<file path="config.mk">
export PLATFORM = sky130hd
export DESIGN_NAME = muldiv_unit
export DESIGN_NICKNAME = d
export VERILOG_FILES = /design/src/rtl/muldiv_pkg.sv /design/src/rtl/muldiv_special.sv /design/src/rtl/muldiv_unit.sv
export SDC_FILE = /design/constraint.sdc
export NUM_CORES = 1
export LEC_CHECK = 0
export BUFFER_PORTS_ARGS = -buffer_cell sky130_fd_sc_hd__buf_4
export CORE_ASPECT_RATIO = 0.7
export CORE_UTILIZATION = 40
export DETAILED_ROUTE_END_ITERATION = 7
export PLACE_DENSITY_LB_ADDON = 0.3
export SETUP_SLACK_MARGIN = 0.5
export SYNTH_ARGS = -nofsm -noshare
export SYNTH_HDL_FRONTEND = slang
export SYNTH_SLANG_ARGS = --single-unit
</file>
<file path="constraint.sdc">
create_clock -name i_clk -period 5.13 [get_ports i_clk]
set_input_delay 0.2565 -clock i_clk [delete_from_list [all_inputs] [get_ports i_clk]]
set_output_delay 0.2565 -clock i_clk [all_outputs]
set_load 0.05 [all_outputs]
</file>
<file path="src/rtl/muldiv_pkg.sv">
// Purpose: shared opcodes, FSM state encoding and width defaults for the RV32M multiply/divide unit.
// Latency: none (declarations only).
// Backpressure: not applicable.
package muldiv_pkg;
   localparam int MULDIV_XLEN  = 32;
   localparam int MULDIV_CNT_W = 6;

   localparam logic [2:0] F3_MUL    = 3'b000;
   localparam logic [2:0] F3_MULH   = 3'b001;
   localparam logic [2:0] F3_MULHSU = 3'b010;
   localparam logic [2:0] F3_MULHU  = 3'b011;
   localparam logic [2:0] F3_DIV    = 3'b100;
   localparam logic [2:0] F3_DIVU   = 3'b101;
   localparam logic [2:0] F3_REM    = 3'b110;
   localparam logic [2:0] F3_REMU   = 3'b111;

   typedef enum logic [1:0] {
      ST_IDLE = 2'd0,
      ST_RUN  = 2'd1,
      ST_FIX  = 2'd2,
      ST_DONE = 2'd3
   } state_t;
endpackage

</file>
<file path="src/rtl/muldiv_special.sv">
// Purpose: flags divide-by-zero and signed-overflow divides and supplies their fixed RISC-V result.
// Latency: combinational.
// Backpressure: none.
module muldiv_special
   import muldiv_pkg::*;
#(
   parameter int XLEN = MULDIV_XLEN
) (
   input  logic [2:0]      i_funct3,
   input  logic [XLEN-1:0] i_rs1_val,
   input  logic [XLEN-1:0] i_rs2_val,
   output logic            o_special,
   output logic [XLEN-1:0] o_result
);
   localparam logic [XLEN-1:0] MIN_NEG = {1'b1, {(XLEN-1){1'b0}}};

   logic w_is_div;
   logic w_is_rem;
   logic w_signed;
   logic w_div0;
   logic w_ovf;

   assign w_is_div = i_funct3[2];
   assign w_is_rem = i_funct3[1];
   assign w_signed = ~i_funct3[0];
   assign w_div0   = (i_rs2_val == '0);
   assign w_ovf    = w_signed && (i_rs1_val == MIN_NEG) && (i_rs2_val == '1);

   // Select the architecturally defined result for the two divide corner cases.
   always_comb begin
      o_special = 1'b0;
      o_result  = '0;
      if (w_is_div && w_div0) begin
         o_special = 1'b1;
         o_result  = w_is_rem ? i_rs1_val : '1;
      end else if (w_is_div && w_ovf) begin
         o_special = 1'b1;
         o_result  = w_is_rem ? '0 : MIN_NEG;
      end
   end
endmodule

</file>
<file path="src/rtl/muldiv_unit.sv">
// Purpose: iterative RV32M multiply/divide (radix-2 shift-add / restoring divide) feeding the register file.
// Latency: XLEN+2 cycles iterative; 1 cycle for divide special cases and, with MULDIV_FAST_MUL_EN, multiplies.
// Backpressure: none downstream; start is ignored while busy and the core stalls on busy.
module muldiv_unit
   import muldiv_pkg::*;
#(
   parameter int XLEN  = MULDIV_XLEN,
   parameter int CNT_W = MULDIV_CNT_W
) (
   input  logic            i_clk,
   input  logic            i_rst_n,
   input  logic            i_start,
   input  logic [2:0]      i_funct3,
   input  logic [XLEN-1:0] i_rs1_val,
   input  logic [XLEN-1:0] i_rs2_val,
   input  logic [4:0]      i_rd_in,
   output logic            o_busy,
   output logic            o_done,
   output logic [XLEN-1:0] o_result,
   output logic [4:0]      o_rd_out
);
   localparam int               AW       = 2*XLEN + 1;
   localparam logic [CNT_W-1:0] CNT_INIT = CNT_W'(XLEN-1);

   state_t           r_state;
   state_t           w_state_nxt;
   logic [CNT_W-1:0] r_cnt;
   logic [AW-1:0]    r_acc;      // mul: {carry, product hi, multiplier/product lo}; div: {remainder, quotient}
   logic [XLEN-1:0]  r_opnd;     // multiplicand or divisor magnitude
   logic [2:0]       r_f3;
   logic             r_neg_q;    // negate product / quotient
   logic             r_neg_r;    // negate remainder
   logic [XLEN-1:0]  r_result;
   logic [4:0]       r_rd;

   logic             w_accept;
   logic             w_is_div;
   logic             w_a_signed;
   logic             w_b_signed;
   logic             w_sa;
   logic             w_sb;
   logic [XLEN-1:0]  w_mag_a;
   logic [XLEN-1:0]  w_mag_b;
   logic             w_special;
   logic [XLEN-1:0]  w_spec_res;
   logic             w_short;
   logic [XLEN:0]    w_sum;
   logic [XLEN:0]    w_rem_sh;
   logic [XLEN:0]    w_trial;
   logic [AW-1:0]    w_acc_step;
   logic [2*XLEN-1:0] w_prod;
   logic [XLEN-1:0]  w_quo;
   logic [XLEN-1:0]  w_rem;
   logic [XLEN-1:0]  w_fix_res;

   muldiv_special #(.XLEN(XLEN)) u_special (
      .i_funct3  (i_funct3),
      .i_rs1_val (i_rs1_val),
      .i_rs2_val (i_rs2_val),
      .o_special (w_special),
      .o_result  (w_spec_res)
   );

   // Operand signedness: MUL/MULHU unsigned, MULHSU signed A only, MULH and DIV/REM both signed.
   assign w_is_div   = i_funct3[2];
   assign w_a_signed = w_is_div ? ~i_funct3[0] : ((i_funct3 == F3_MULH) || (i_funct3 == F3_MULHSU));
   assign w_b_signed = w_is_div ? ~i_funct3[0] : (i_funct3 == F3_MULH);
   assign w_sa       = w_a_signed & i_rs1_val[XLEN-1];
   assign w_sb       = w_b_signed & i_rs2_val[XLEN-1];
   assign w_mag_a    = w_sa ? -i_rs1_val : i_rs1_val;
   assign w_mag_b    = w_sb ? -i_rs2_val : i_rs2_val;
   assign w_accept   = i_start && ((r_state == ST_IDLE) || (r_state == ST_DONE));

`ifdef MULDIV_FAST_MUL_EN
   // Sign-extended operands; the low 2*XLEN bits of their product equal the signed 33x33 product.
   logic [2*XLEN-1:0] w_fa;
   logic [2*XLEN-1:0] w_fb;
   logic [2*XLEN-1:0] w_fprod;
   logic [XLEN-1:0]   w_fast_res;
   assign w_fa       = {{XLEN{w_sa}}, i_rs1_val};
   assign w_fb       = {{XLEN{w_sb}}, i_rs2_val};
   assign w_fprod    = w_fa * w_fb;
   assign w_fast_res = (i_funct3 == F3_MUL) ? w_fprod[XLEN-1:0] : w_fprod[2*XLEN-1:XLEN];
   assign w_short    = w_special | ~w_is_div;
`else
   assign w_short    = w_special;
`endif

   // State register.
   always_ff @(posedge i_clk or negedge i_rst_n) begin
      if (!i_rst_n) r_state <= ST_IDLE;
      else          r_state <= w_state_nxt;
   end

   // Next-state decode and status outputs.
   always_comb begin
      w_state_nxt = r_state;
      o_busy      = 1'b0;
      o_done      = 1'b0;
      case (r_state)
         ST_IDLE, ST_DONE: begin
            o_done = (r_state == ST_DONE);
            if (w_accept) w_state_nxt = w_short ? ST_DONE : ST_RUN;
            else          w_state_nxt = ST_IDLE;
         end
         ST_RUN: begin
            o_busy = 1'b1;
            if (r_cnt == '0) w_state_nxt = ST_FIX;
         end
         ST_FIX: begin
            o_busy      = 1'b1;
            w_state_nxt = ST_DONE;
         end
         default: w_state_nxt = ST_IDLE;
      endcase
   end

   // One radix-2 iteration: shift-add for multiply, restoring trial subtract for divide.
   always_comb begin
      w_sum      = {1'b0, r_acc[2*XLEN-1:XLEN]} + {1'b0, r_opnd};
      w_rem_sh   = r_acc[2*XLEN-1:XLEN-1];
      w_trial    = w_rem_sh - {1'b0, r_opnd};
      w_acc_step = {1'b0, r_acc[AW-1:1]};
      if (r_f3[2]) begin
         if (w_rem_sh >= {1'b0, r_opnd}) w_acc_step = {w_trial, r_acc[XLEN-2:0], 1'b1};
         else                            w_acc_step = {w_rem_sh, r_acc[XLEN-2:0], 1'b0};
      end else if (r_acc[0]) begin
         w_acc_step = {1'b0, w_sum, r_acc[XLEN-1:1]};
      end
   end

   // Sign correction and high/low word selection once the iterations finish.
   always_comb begin
      w_prod    = r_neg_q ? -r_acc[2*XLEN-1:0] : r_acc[2*XLEN-1:0];
      w_quo     = r_neg_q ? -r_acc[XLEN-1:0] : r_acc[XLEN-1:0];
      w_rem     = r_neg_r ? -r_acc[2*XLEN-1:XLEN] : r_acc[2*XLEN-1:XLEN];
      w_fix_res = w_rem;
      case (r_f3)
         F3_MUL:                       w_fix_res = w_prod[XLEN-1:0];
         F3_MULH, F3_MULHSU, F3_MULHU: w_fix_res = w_prod[2*XLEN-1:XLEN];
         F3_DIV, F3_DIVU:              w_fix_res = w_quo;
         default:                      w_fix_res = w_rem;
      endcase
   end

   // Operand capture on accept, one iteration per RUN cycle, result registration.
   always_ff @(posedge i_clk or negedge i_rst_n) begin
      if (!i_rst_n) begin
         r_cnt    <= '0;
         r_acc    <= '0;
         r_opnd   <= '0;
         r_f3     <= '0;
         r_neg_q  <= 1'b0;
         r_neg_r  <= 1'b0;
         r_result <= '0;
         r_rd     <= '0;
      end else if (w_accept) begin
         r_f3    <= i_funct3;
         r_rd    <= i_rd_in;
         r_neg_q <= w_sa ^ w_sb;
         r_neg_r <= w_sa;
         r_cnt   <= CNT_INIT;
         if (w_is_div) begin
            r_acc  <= {{(XLEN+1){1'b0}}, w_mag_a};
            r_opnd <= w_mag_b;
         end else begin
            r_acc  <= {{(XLEN+1){1'b0}}, w_mag_b};
            r_opnd <= w_mag_a;
         end
         if (w_special) r_result <= w_spec_res;
`ifdef MULDIV_FAST_MUL_EN
         else if (!w_is_div) r_result <= w_fast_res;
`endif
      end else if (r_state == ST_RUN) begin
         r_acc <= w_acc_step;
         if (r_cnt != '0) r_cnt <= r_cnt - 1'b1;
      end else if (r_state == ST_FIX) begin
         r_result <= w_fix_res;
      end
   end

   assign o_result = r_result;
   assign o_rd_out = r_rd;
endmodule

</file>
==> impl_metrics.csv <==
group,metric,value,unit
placement,dp_hpwl,47400,um
cts,cts_tree,"yes",
worst_hold_path,hold_class,"primary input to register",
timing,timing.final.crit_period,3950,ps
placement,dp_slack,1130,ps
yosys,syn_area,15600,um^2
cts,clk_latency,450,ps
cts,cts-root-buf,"clkbuf_16",
power,power,12600,uW
run_status,outcome,"completed",
yosys,synth_top_cell_area_share,23.6,%
cells_and_area,register_area,3680,um^2
worst_setup_path,r2r-start,"r_acc[34]",
power,p_per_area,732,nW/um^2
placement,portBuffers,113,
worst_setup_path,critPathRequiredTime,5500,ps
worst_setup_path,cp_max_fo,13,
cts,cts_buffers,17,
yosys,synthFlopType,"dfrtp_1",
yosys,async_flop_share,100,%
timing,rsz0062_at_grt,"no",
detailed_routing,ant_nets,0,
worst_setup_path,critical-path-slowest-cell,"dfrtp_1",
timing,fin_hold_ws,50.3,ps
timing,hold_viol_final,0,
timing,finalSetupViolCount,0,
detailed_routing,remaining_drc_errors,0,
cts,clockBufferDepth,2,
timing,skew,9.64,ps
global_route,grt_use_met2,40.0,%
yosys,synth_top_cell_by_area,"dfrtp_1",
yosys,synth_edf_count,0,
power,p_sw,7140,uW
yosys,netlist_instances,2088,
detailed_routing,vias_per_cell,6.27,
cells_and_area,multiInputGateArea,11000,um^2
die,start_util,40.6,%
yosys,netlist_top_cells_area,"dfrtp_1, nand2_1, o21ai_0",
detailed_routing,routed_wl,62100,um
worst_setup_path,path_buf_inv,1,
power,sw_frac_of_total,56.6,%
detailed_routing,drtIter0Drc,2356,
detailed_routing,wl_per_cell,23.6,um
power,p_int,5480,uW
worst_setup_path,worstSetupStartpoint,"r_acc[34]",
detailed_routing,vias,16528,
timing,slew_headroom,18.8,%
timing,min_period_over_period,77.0,%
yosys,synth_cell_type_count,81,
power,ir_worst_vdd,0.385,mV
global_route,grt_max_degree,93,
die,die_w,238,um
worst_hold_path,min_from,"i_funct3[0]",
placement,gp_congestion,1.00,
cts,clkTransAtPathRegs,60,ps
cells_and_area,syn2layout_area_growth,10.9,%
yosys,synth-seq-cells,147,
global_route,antenna_found_initial,0,
worst_setup_path,cp_top_family,"compound AO/OA/AOI/OAI gates",
yosys,syn_nets,2239,
cells_and_area,fill_cells,3831,
timing,max_freq,0.253,GHz
cells_and_area,layout.nets,2248,
global_route,grt_overflow,0,
timing,tightest_slew,1210,ps
worst_hold_path,hold_depth,3,
worst_setup_path,cp_cell_sequence,"ha_1, o21ai_0, nor2_1, o22ai_1, buf_4, or4_1, a211oi_1, o31ai_1, a2bb2oi_1, o21ai_0, mux2i_1, a2bb2oi_1",
worst_setup_path,path_class,"register to register",
die,die_area,39700,um^2
power,p_clk_share,9.1,%
power,seqPwrFrac,20.0,%
worst_setup_path,critPathMaxStageDelay,660,ps
global_route,grt_busiest_layer,"met1",
global_route,grt_usage,31.0,%
cts,hold_buffers,6,
cts,postCtsSetupBuffers,0,
worst_setup_path,endpoint_kind,"register",
cells_and_area,drive_gt1_share,9.83,%
cts,cts_resized,0,
worst_setup_path,start_kind,"register",
job,drv_cap,0,
worst_setup_path,rr_worst_depth,12,
detailed_routing,dr.pass1.iters,5,
cts,clock_sinks,147,
power,combPwrFrac,70.9,%
global_route,grt_pass1_wl,93100,um
global_route,first_global_vias,14746,
timing,slew_viol_final,0,
die,die_h,167,um
timing,finalSetupTns,0,ps
cts,htreeDepth,4,
global_route,grt_util_met1,47.9,%
cells_and_area,final_cells,2635,
die,core-area,38400,um^2
yosys,seq_area_frac_synth,23.6,%
timing,fin_ws,1180,ps
worst_setup_path,path_depth,12,
power,p_leak,0.00727,uW
die,io_pins,114,
yosys,yosys_warnings,0,
placement,dp.cells,2599,
die,row_count,60,
worst_setup_path,arrival,4320,ps
yosys,avgSynthCellArea,7.45,um^2
global_route,use_met3,9.81,%
==> final cells by class <==
type	count	area share, %
well taps	527	3.82
clock inverters	6	0.210
inverters	72	1.57
flip-flops and latches	147	21.3
diodes	2	0.0290
repair buffers	148	6.55
multi-input cells	1711	63.8
clock buffers	22	2.69
==> worst paths after layout <==
check / slack, ps / end
min in group asynchronous: 420 / r_acc[49]
worst min-delay path: 50 / r_f3[0]
worst max-delay path: 1180 / r_acc[62]
max in group asynchronous: 3370 / o_rd_out[4]
worst min register to register: 480 / o_result[17]
worst max register to register: 1180 / r_acc[62]
==> metal layers <==
| metal | vias to the layer above | routed length (um) |
|---|---|---|
| met5 | - | 0 |
| met4 | 0 | 1390 |
| met3 | 81 | 8020 |
| met2 | 920 | 23500 |
| met1 | 7971 | 29200 |
| li1 | 7556 | - |
==> cell usage in the layout, fill, tap and decap left out, types with 6 or more instances in the layout <==
cell type      count
nand3_1           25
a32o_1            10
ha_1              73
nand3b_1           8
o21ai_1           32
nor2b_1           16
o41ai_1            9
a21oi_1          144
nor4_1            16
clkbuf_16         17
and3_1             6
o22ai_1           24
a21o_1            45
o211ai_1          61
a211oi_1          31
xnor2_1          100
dfrtp_1          144
nor3_1            34
o21a_1             7
nand2b_1          30
o31ai_1           40
or4_1             13
a221oi_1          11
mux2_2             6
o21bai_1          11
dlygate4sd3_1      6
a31oi_1           24
nor2_1           133
nand2_1          292
o211a_1            6
xor2_1           101
or3_1             18
o21ai_0          206
mux2i_1           56
and2_1             7
nor3b_1            7
nand4_1           24
inv_1             70
buf_4            141
==> synth_stat cells, types with 25 or more instances <==
library cell  count
clkbuf_1        129
xnor2_1         100
nand3_1          25
a21o_1           46
o21ai_0         206
a211oi_1         31
nand2b_1         30
dfrtp_1         147
nor2_1          134
a21oi_1         144
o211ai_1         61
mux2i_1          56
inv_1            70
ha_1             74
nor3_1           34
o21ai_1          32
a31oi_1          25
nand2_1         293
o31ai_1          40
xor2_1          101
==> cell families (layout without fill, tap and decap cells) <==
logic type	after synthesis	count (layout)	synth area share (%)
compound gates	711	711	28.7
xor+xnor	201	201	11.3
fa+ha+maj	76	76	6.21
buf+inv	230	248	5.82
flops	147	147	23.6
mux	62	62	4.04
other cells	0	2	0
simple gates	661	661	20.2
==> power groups by stage <==
stage | clock network, uW | logic (uW) | registers, uW
3_5_place_dp | 0 | 8650 | 2480
4_1_cts | 1170 | 8700 | 2460
2_1_floorplan | 0 | 6090 | 2400
3_3_place_gp | 0 | 8560 | 2470
5_1_grt | 1210 | 9650 | 2550
6_report | 1150 | 8950 | 2520
==> metrics by stage <==
stage | area [um^2] | utilization [%]
after floorplan | 15600 | -
after detailed placement | 16700 | 43.5
after global routing | 17200 | 45.0
after CTS | 17200 | 45.0
final | 17300 | 45.0
after global placement | 16700 | 43.5
==> worst min-delay path, delay by kind of cell <==
| kind | cells | cell delay [ps] |
|---|---|---|
| buffers and inverters | 1 | 110 |
| AND/OR/NAND/NOR | 2 | 100 |
==> state kept, by name, indices dropped and copies added (netlist names) <==
signal    cells
r_opnd       32
r_neg_q       1
o_rd_out      5
r_state       2
r_acc        65
o_result     32
r_f3          3
r_cnt         6
r_neg_r       1
Power figures use the tool's default switching activity.
